<file path="config.mk">
export PLATFORM = sky130hd
export DESIGN_NAME = mem_port_sched
export DESIGN_NICKNAME = d
export VERILOG_FILES = /design/src/rtl/mem_port_sched.sv
export SDC_FILE = /design/constraint.sdc
export NUM_CORES = 1
export LEC_CHECK = 0
export BUFFER_PORTS_ARGS = -buffer_cell sky130_fd_sc_hd__buf_4
export CORE_AREA = 2 2 122 124
export CTS_CLUSTER_DIAMETER = 60
export DETAILED_ROUTE_END_ITERATION = 7
export DIE_AREA = 0 0 124 126
export GPL_ROUTABILITY_DRIVEN = 0
export PLACE_DENSITY = 0.68
export REMOVE_ABC_BUFFERS = 1
export SLEW_MARGIN = 20
export SYNTH_ARGS = -nofsm -noshare
export SYNTH_HDL_FRONTEND = slang
export SYNTH_SLANG_ARGS = --single-unit
</file>
<file path="constraint.sdc">
create_clock -name clock -period 3.6 [get_ports clock]
set_input_delay 0.9 -clock clock [delete_from_list [all_inputs] [get_ports clock]]
set_output_delay 0.9 -clock clock [all_outputs]
set_load 0.01 [all_outputs]
</file>
<file path="src/rtl/mem_port_sched.sv">
// Memory port scheduler: boot preload, then round-robin fetch/data sharing.
// Ports: clock/reset; boot_*; fetch_* and data_* requesters; mem_* port.
package mem_port_pkg;
  typedef enum logic [1:0] {
    write_byte = 2'd0,
    write_half = 2'd1,
    write_word = 2'd2
  } write_width_t;
endpackage

module mem_port_sched
  import mem_port_pkg::*;
#(
  parameter int XLEN       = 32,
  parameter int INIT_BYTES = 36,
  parameter int BOOT_BASE  = 0
) (
  input  logic               clock,
  input  logic               reset,
  output logic [XLEN-1:0]    boot_index,
  input  logic [7:0]         boot_byte,
  output logic               boot_done,
  input  logic               fetch_req,
  input  logic [XLEN-1:0]    fetch_addr,
  output logic               fetch_gnt,
  output logic               fetch_rvalid,
  output logic [XLEN-1:0]    fetch_rdata,
  input  logic               data_req,
  input  logic               data_we,
  input  logic [XLEN-1:0]    data_addr,
  input  write_width_t       data_wwidth,
  input  logic [XLEN-1:0]    data_wdata,
  output logic               data_gnt,
  output logic               data_rvalid,
  output logic [XLEN-1:0]    data_rdata,
  output logic [XLEN-1:0]    mem_addr,
  output write_width_t       mem_wwidth,
  output logic               mem_wenable,
  output logic [XLEN-1:0]    mem_wdata,
  input  logic [XLEN-1:0]    mem_rdata
);

  localparam logic [0:0] S_BOOT = 1'b0;
  localparam logic [0:0] S_RUN  = 1'b1;

  localparam logic RR_FETCH = 1'b0;
  localparam logic RR_DATA  = 1'b1;

  localparam int LAST_I = (INIT_BYTES > 0) ? INIT_BYTES - 1 : 0;
  localparam logic [XLEN-1:0] LAST = XLEN'(LAST_I);
  localparam logic [XLEN-1:0] BASE = XLEN'(BOOT_BASE);
  localparam logic NO_BOOT = (INIT_BYTES == 0);

  logic [0:0]      state;
  logic [XLEN-1:0] count;
  logic            rr_last;
  logic            resp_f;
  logic            resp_d;
  logic [XLEN-1:0] f_hold;
  logic [XLEN-1:0] d_hold;

  always_ff @(posedge clock) begin
    if (reset) begin
      state     <= NO_BOOT ? S_RUN : S_BOOT;
      count     <= '0;
      boot_done <= NO_BOOT;
      rr_last   <= RR_DATA;
      resp_f    <= 1'b0;
      resp_d    <= 1'b0;
      f_hold    <= '0;
      d_hold    <= '0;
    end else begin
      resp_f <= fetch_gnt;
      resp_d <= data_gnt;
      if (resp_f) f_hold <= mem_rdata;
      if (resp_d) d_hold <= mem_rdata;
      if (state == S_BOOT) begin
        count <= count + 1'b1;
        if (count == LAST) begin
          state     <= S_RUN;
          boot_done <= 1'b1;
        end
      end
      if (fetch_gnt)
        rr_last <= RR_FETCH;
      else if (data_gnt)
        rr_last <= RR_DATA;
    end
  end

  always_comb begin
    fetch_gnt   = 1'b0;
    data_gnt    = 1'b0;
    boot_index  = '0;
    mem_addr    = '0;
    mem_wwidth  = write_word;
    mem_wenable = 1'b0;
    mem_wdata   = '0;
    if (!reset) begin
      unique case (1'b1)
        (state == S_BOOT): begin
          boot_index  = count;
          mem_wenable = 1'b1;
          mem_wwidth  = write_byte;
          mem_addr    = BASE + count;
          mem_wdata   = {{(XLEN-8){1'b0}}, boot_byte};
        end
        (state == S_RUN): begin
          // Fetch wins unless data is also asking and fetch won last.
          fetch_gnt = fetch_req &
                      (!data_req || rr_last == RR_DATA);
          data_gnt  = data_req & !fetch_gnt;
          if (fetch_gnt) begin
            mem_addr = fetch_addr;
          end else if (data_gnt) begin
            mem_addr  = data_addr;
            mem_wdata = data_wdata;
            if (data_we) begin
              mem_wenable = 1'b1;
              mem_wwidth  = data_wwidth;
            end
          end
        end
        default: ;
      endcase
    end
  end

  // Responses are dropped while reset is held.
  assign fetch_rvalid = resp_f & !reset;
  assign data_rvalid  = resp_d & !reset;
  assign fetch_rdata  = reset ? '0 :
                        (resp_f ? mem_rdata : f_hold);
  assign data_rdata   = reset ? '0 :
                        (resp_d ? mem_rdata : d_hold);

endmodule

</file>
# == Word level (Yosys, flattened, before mapping) ==
# Cells that the tools add are included.
# totals
reg_bits,101
input_bits,143
output_inout_bits,168
word_cells,53
# classes
n_addsub,1
eq_ne,1
mux,32
bitwise,5
reduce_logical,6
# ops
cell,count
2-to-1 mux 32 bit,12
one-hot mux 32 bit (2 select lines),2
"adder 32 x 1 -> 32 bit, second input constant",1
"== test 32 x 6 -> 1 bit, second input constant",1
2-to-1 mux 1 bit,12
2-to-1 mux 2 bit,4
bitwise AND 1 bit,4
one-hot mux 2 bit (2 select lines),1
logical NOT 1 bit,3
one-hot mux 1 bit (2 select lines),1
AND reduction 2 bit,1
nonzero test 2 bit,1
logical OR 1 bit,1
NOT 1 bit,1

# == Logic depth before layout (Yosys ltp) ==
# logic_depth
depth_word,9
mapped_depth,7
mapped_depth_nobuf,5

# == Worst setup path after synthesis ==
# OpenSTA, ideal clock, no wires.
# synth_path
path_type,input-to-output
from,in fetch_req
to,out mem_addr[18]
arrival_time_ps,2214
required_time_ps,2700
path_slack_ps,486
stages,6
n_path_buf,2
path_cell_list,nand2_1 a21oi_1 nor2b_1 buf_2 buf_1 a221o_1
# synth_via
elab_chain_len,7
# synth_lines
item,line_no,source
"start, declared",23,"input logic fetch_req,"
bitwise AND 1 bit (*),110,fetch_gnt = fetch_req &
logical NOT 1 bit,112,data_gnt = data_req & !fetch_gnt;
bitwise AND 1 bit,112,
2-to-1 mux 32 bit,115,end else if (data_gnt) begin
2-to-1 mux 32 bit (*),113,if (fetch_gnt) begin
one-hot mux 32 bit (2 select lines) (*),100,unique case (1'b1)
2-to-1 mux 32 bit (*),99,if (!reset) begin
"end, declared",36,"output logic [XLEN-1:0] mem_addr,"
# Every way passes the cells marked *; elsewhere a longest branch is shown, timed or not.

# == Final worst setup path ==
# layout_path
from,in fetch_req
to,out mem_addr[28]
# The elaborated chain is that of the path after synthesis.

==> flow_metrics.py <==
metrics = {
    "worst_setup_path": {
        "critical-path-top-delay-family": "compound AO/OA/AOI/OAI gates",
        "worst_path_most_repeated_cell": "sky130_fd_sc_hd__buf_4",
        "setup.worst_path.class": "in -> out",
        "crit_path_cell_trace": "buf_4 -> nand2_1 -> a21oi_2 -> nor2b_2 -> buf_4 -> a221o_1 -> buf_4",
        "critical_path_peak_fanout": 18,
        "cp-end-kind": "output pin",
        "reg2reg_slack_ns": 1.12,
        "critical_path.n_buffers_inverters": 3,
        "r2r-end": "count[25]$_SDFFE_PP0N_",
        "crit_required_ns": 2.70,
        "rr_worst_depth": 5,
        "critical-path-max-stage-delay_ns": 0.32,
        "r2r_start": "state$_SDFF_PP0_",
        "critPathArrivalTime_ns": 2.19,
        "critical-path-slowest-cell": "sky130_fd_sc_hd__a21oi_2",
        "setup.worst_path.start_class": "primary input",
        "critPathLaunch": "fetch_req",
    },
    "floorplan": {
        "start_util_pct": 34.9,
        "num_rows": 44,
        "die_ar_um2": 15600,
        "core_um2": 14300,
        "die_wd_um": 124,
        "floorplan.die.height_um": 126,
        "floorplan.io_pins": 311,
    },
    "yosys": {
        "synth_seq_area_share_pct": 40.4,
        "average_size_of_a_mapped_cell_um2": 8.73,
        "netlist-cell-type-count": 38,
        "number_of_synthesized_flops_with_an_enable_pin": 0,
        "synth_largest_type_area_fraction_pct": 40.4,
        "synthCells": 573,
        "yosys.area.top_type": "sky130_fd_sc_hd__dfxtp_1",
        "top_flip_flop_cell_by_instance_count_after_synthesis": "sky130_fd_sc_hd__dfxtp_1",
        "yosys-top-cells-area": "sky130_fd_sc_hd__dfxtp_1 (40%), sky130_fd_sc_hd__mux2i_1 (13%), sky130_fd_sc_hd__nor2_1 (7.4%)",
        "synth-async-reset-ratio_pct": 0,
        "synth_area_um2": 5000,
        "postSynthRegisterBits": 101,
        "ys.warnings.count": 0,
    },
    "timing": {
        "finalClockSkew_ns": 0.00708,
        "grt_setup_unrepaired": "false",
        "maxClockFrequency_mhz": 323,
        "relSlewSlack_pct": 51.2,
        "finalHoldViolations": 0,
        "finalSetupViolations": 0,
        "finalMaxSlewViolations": 0,
        "worst_pin_slew_ns": 0.732,
        "period_needed_ns": 3.09,
        "setup-tns-final_ns": 0,
        "finalCritPeriodShare_pct": 85.9,
    },
    "detailed_routing": {
        "drt-initial-drc-count": 250,
        "ant_nets": 0,
        "detailroute.via_count": 5170,
        "routedWlPerCell_um": 16.7,
        "drt_drc_violations_left": 0,
        "detail_route.vias_per_cell": 4.93,
        "drt_pre_antenna_iters": 5,
        "drt-total-wl_mm": 17.5,
    },
    "cells_and_area": {
        "layout.nets": 1003,
        "syn2layout_area_growth_pct": 56.3,
        "final_cells": 1048,
        "insertedDiodeCount": 0,
        "post_route_cells_drive_above_1_share_pct": 41.1,
    },
    "grt": {
        "global_route.usage.total_pct": 21.4,
        "grt_overflow": 0,
        "vias_in_the_first_global_route": 4688,
        "antenna_found_initial": 0,
        "grt_max_degree": 82,
        "first_pass_grt_wire_length_mm": 26.1,
    },
    "clock_tree": {
        "cts_clk_pin_slew_worst_paths_ns": 0.07,
        "clockRootBuffer": "sky130_fd_sc_hd__clkbuf_16",
        "postCtsHoldBufs": 0,
        "cts_htree_levels": 3,
        "clkSinkCount": 101,
        "cts_repair_resized_insts": 0,
        "worst_skew_pair.late_latency_ns": 0.34,
        "post_cts_buffers": 0,
        "tritoncts": "built",
        "clockBufferDepth": 2,
        "cts_inserted_buffers": 9,
    },
    "pwr": {
        "cellPowerDensity_nw_per_um2": 290,
        "cellLeakagePower_uw": 0.00337,
        "power.net_switching_uw": 523,
        "peak_supply_drop_uv": 239,
        "sw_frac_of_total_pct": 23.1,
        "comb_power_share_pct": 9.2,
        "p_int_uw": 1740,
        "power_frac_seq_pct": 49.7,
        "clock_power_share_pct": 41.1,
    },
    "worst_hold_path": {
        "whs_endpoint": "boot_done$_SDFFE_PP0P_",
        "launch_point_of_the_worst_hold_path": "boot_done$_SDFFE_PP0P_",
        "timing.hold.worst.class": "reg -> reg",
        "min_path_cells": 2,
    },
    "flow_run": {
        "drv_cap": 0,
    },
    "run_status": {
        "run_status": "complete, no violations",
    },
    "place": {
        "numPortBuffers": 310,
        "dp_cells": 1032,
        "dp_hpwl_mm": 13.2,
    },
}
## power by group through the flow
stage | clock, uW | sequential, uW | combinational (uW)
floorplan | 0 | 1150 | 30.3
global placement | 0 | 1150 | 208
detailed placement | 0 | 1150 | 209
CTS | 960 | 1120 | 210
global route | 1010 | 1120 | 226
finish | 930 | 1120 | 209
## area by class of cell
type | instances | area [um^2]
clock inverters | 6 | 46.3
clock buffers | 10 | 239
inverters | 9 | 33.8
repair buffers | 322 | 2470
well taps | 184 | 230
flip-flops and latches | 101 | 2020
fillers | 1393 | 6500
multi-input cells | 416 | 2770
## registers in the layout (all words and copies together), names as in the netlist
register   cells
count         32
d_hold        32
f_hold        32
boot_done      1
resp_d         1
resp_f         1
rr_last        1
state          1
## routing by layer
| metal | routed length [um] | track usage [%] | vias up | part of all wire (%) |
|---|---|---|---|---|
| li1 | - | - | 2624 | - |
| met1 | 7750 | 28.7 | 2358 | 44 |
| met2 | 8190 | 34.0 | 166 | 47 |
| met3 | 1240 | 5.48 | 22 | 7.1 |
| met4 | 332 | 5.88 | 0 | 1.9 |
| met5 | 0 | 0 | - | 0 |
## cell usage after synthesis (2+ instances only)
cell type	instances
sky130_fd_sc_hd__dfxtp_1	101
sky130_fd_sc_hd__nor2_1	99
sky130_fd_sc_hd__mux2i_1	65
sky130_fd_sc_hd__and2_1	51
sky130_fd_sc_hd__clkbuf_1	34
sky130_fd_sc_hd__nor2b_1	22
sky130_fd_sc_hd__a21oi_1	20
sky130_fd_sc_hd__a221o_1	17
sky130_fd_sc_hd__a221oi_1	15
sky130_fd_sc_hd__nor4_1	14
sky130_fd_sc_hd__o31ai_1	13
sky130_fd_sc_hd__or4_1	13
sky130_fd_sc_hd__nand2_1	10
sky130_fd_sc_hd__nand3_1	10
sky130_fd_sc_hd__inv_1	9
sky130_fd_sc_hd__a22o_1	8
sky130_fd_sc_hd__nand4_1	8
sky130_fd_sc_hd__nor3_1	8
sky130_fd_sc_hd__xnor2_1	7
sky130_fd_sc_hd__buf_1	6
sky130_fd_sc_hd__buf_2	6
sky130_fd_sc_hd__o21ai_0	6
sky130_fd_sc_hd__or3_1	6
sky130_fd_sc_hd__mux2_2	4
sky130_fd_sc_hd__or2_2	3
sky130_fd_sc_hd__and4_1	2
sky130_fd_sc_hd__nand4b_1	2
sky130_fd_sc_hd__nor4b_1	2
sky130_fd_sc_hd__or4_4	2
sky130_fd_sc_hd__xor2_1	2
## through the flow
| stage | hold WS [ns] | utilization (%) | setup slack, ns | instance area [um^2] | total power, uW |
|---|---|---|---|---|---|
| after floorplan | 0.463 | - | -0.924 | 4810 | 1180 |
| after global placement | 0.467 | 52.6 | 0.542 | 7530 | 1360 |
| after detailed placement | 0.474 | 52.6 | 0.517 | 7530 | 1360 |
| after CTS | 0.485 | 54.6 | 0.516 | 7820 | 2290 |
| after global routing | 0.501 | 54.6 | 0.372 | 7820 | 2360 |
| final | 0.481 | 54.6 | 0.508 | 7820 | 2260 |
## kinds of logic after synthesis
kind of cell | Yosys count | synth area share, %
compound gates | 81 | 12.3
xor+xnor | 9 | 1.58
fa+ha+maj | 1 | 0.250
buf+inv | 56 | 4.50
flops | 101 | 40.4
mux | 69 | 13.9
simple gates | 256 | 27.0
## tightest hold or removal path: stages, from the launching register on
cell and delay [ns]:
sky130_fd_sc_hd__dfxtp_1 0.31, sky130_fd_sc_hd__inv_1 0.05, sky130_fd_sc_hd__o22ai_1 0.07
## how the worst max path moves through the flow
stage	depth (start not counted)	end	slack [ns]
floorplan	4	mem_addr[11]	-0.92
global placement	7	mem_addr[30]	0.54
detailed placement	7	mem_addr[28]	0.52
CTS	7	mem_addr[28]	0.52
global route	7	mem_addr[28]	0.37
finish	7	mem_addr[28]	0.51
## placed cells by master, fill, tap and decap left out, types with 2 or more instances in the layout
cell                         instances
sky130_fd_sc_hd__and2_1             51
sky130_fd_sc_hd__nor2b_1            20
sky130_fd_sc_hd__xor2_1              2
sky130_fd_sc_hd__dfxtp_1            99
sky130_fd_sc_hd__nand4b_1            2
sky130_fd_sc_hd__o21ai_0             6
sky130_fd_sc_hd__nor3_1              8
sky130_fd_sc_hd__nor2_1             98
sky130_fd_sc_hd__clkinvlp_4          2
sky130_fd_sc_hd__inv_1               9
sky130_fd_sc_hd__mux2_2              4
sky130_fd_sc_hd__or2_2               3
sky130_fd_sc_hd__nor4b_1             2
sky130_fd_sc_hd__nand4_1             8
sky130_fd_sc_hd__clkbuf_16           9
sky130_fd_sc_hd__mux2i_1            65
sky130_fd_sc_hd__clkinv_4            2
sky130_fd_sc_hd__a221o_1            17
sky130_fd_sc_hd__or4_1              13
sky130_fd_sc_hd__buf_4             318
sky130_fd_sc_hd__xnor2_1             7
sky130_fd_sc_hd__a221oi_1           15
sky130_fd_sc_hd__a21oi_2             2
sky130_fd_sc_hd__nor4_1             14
sky130_fd_sc_hd__o31ai_1            13
sky130_fd_sc_hd__a22o_1              8
sky130_fd_sc_hd__buf_12              4
sky130_fd_sc_hd__or3_1               6
sky130_fd_sc_hd__and4_1              2
sky130_fd_sc_hd__a21oi_1            18
sky130_fd_sc_hd__nand2_1            10
sky130_fd_sc_hd__nand3_1            10
sky130_fd_sc_hd__or4_4               2
sky130_fd_sc_hd__dfxtp_2             2
(Power assumes the default switching activity.)
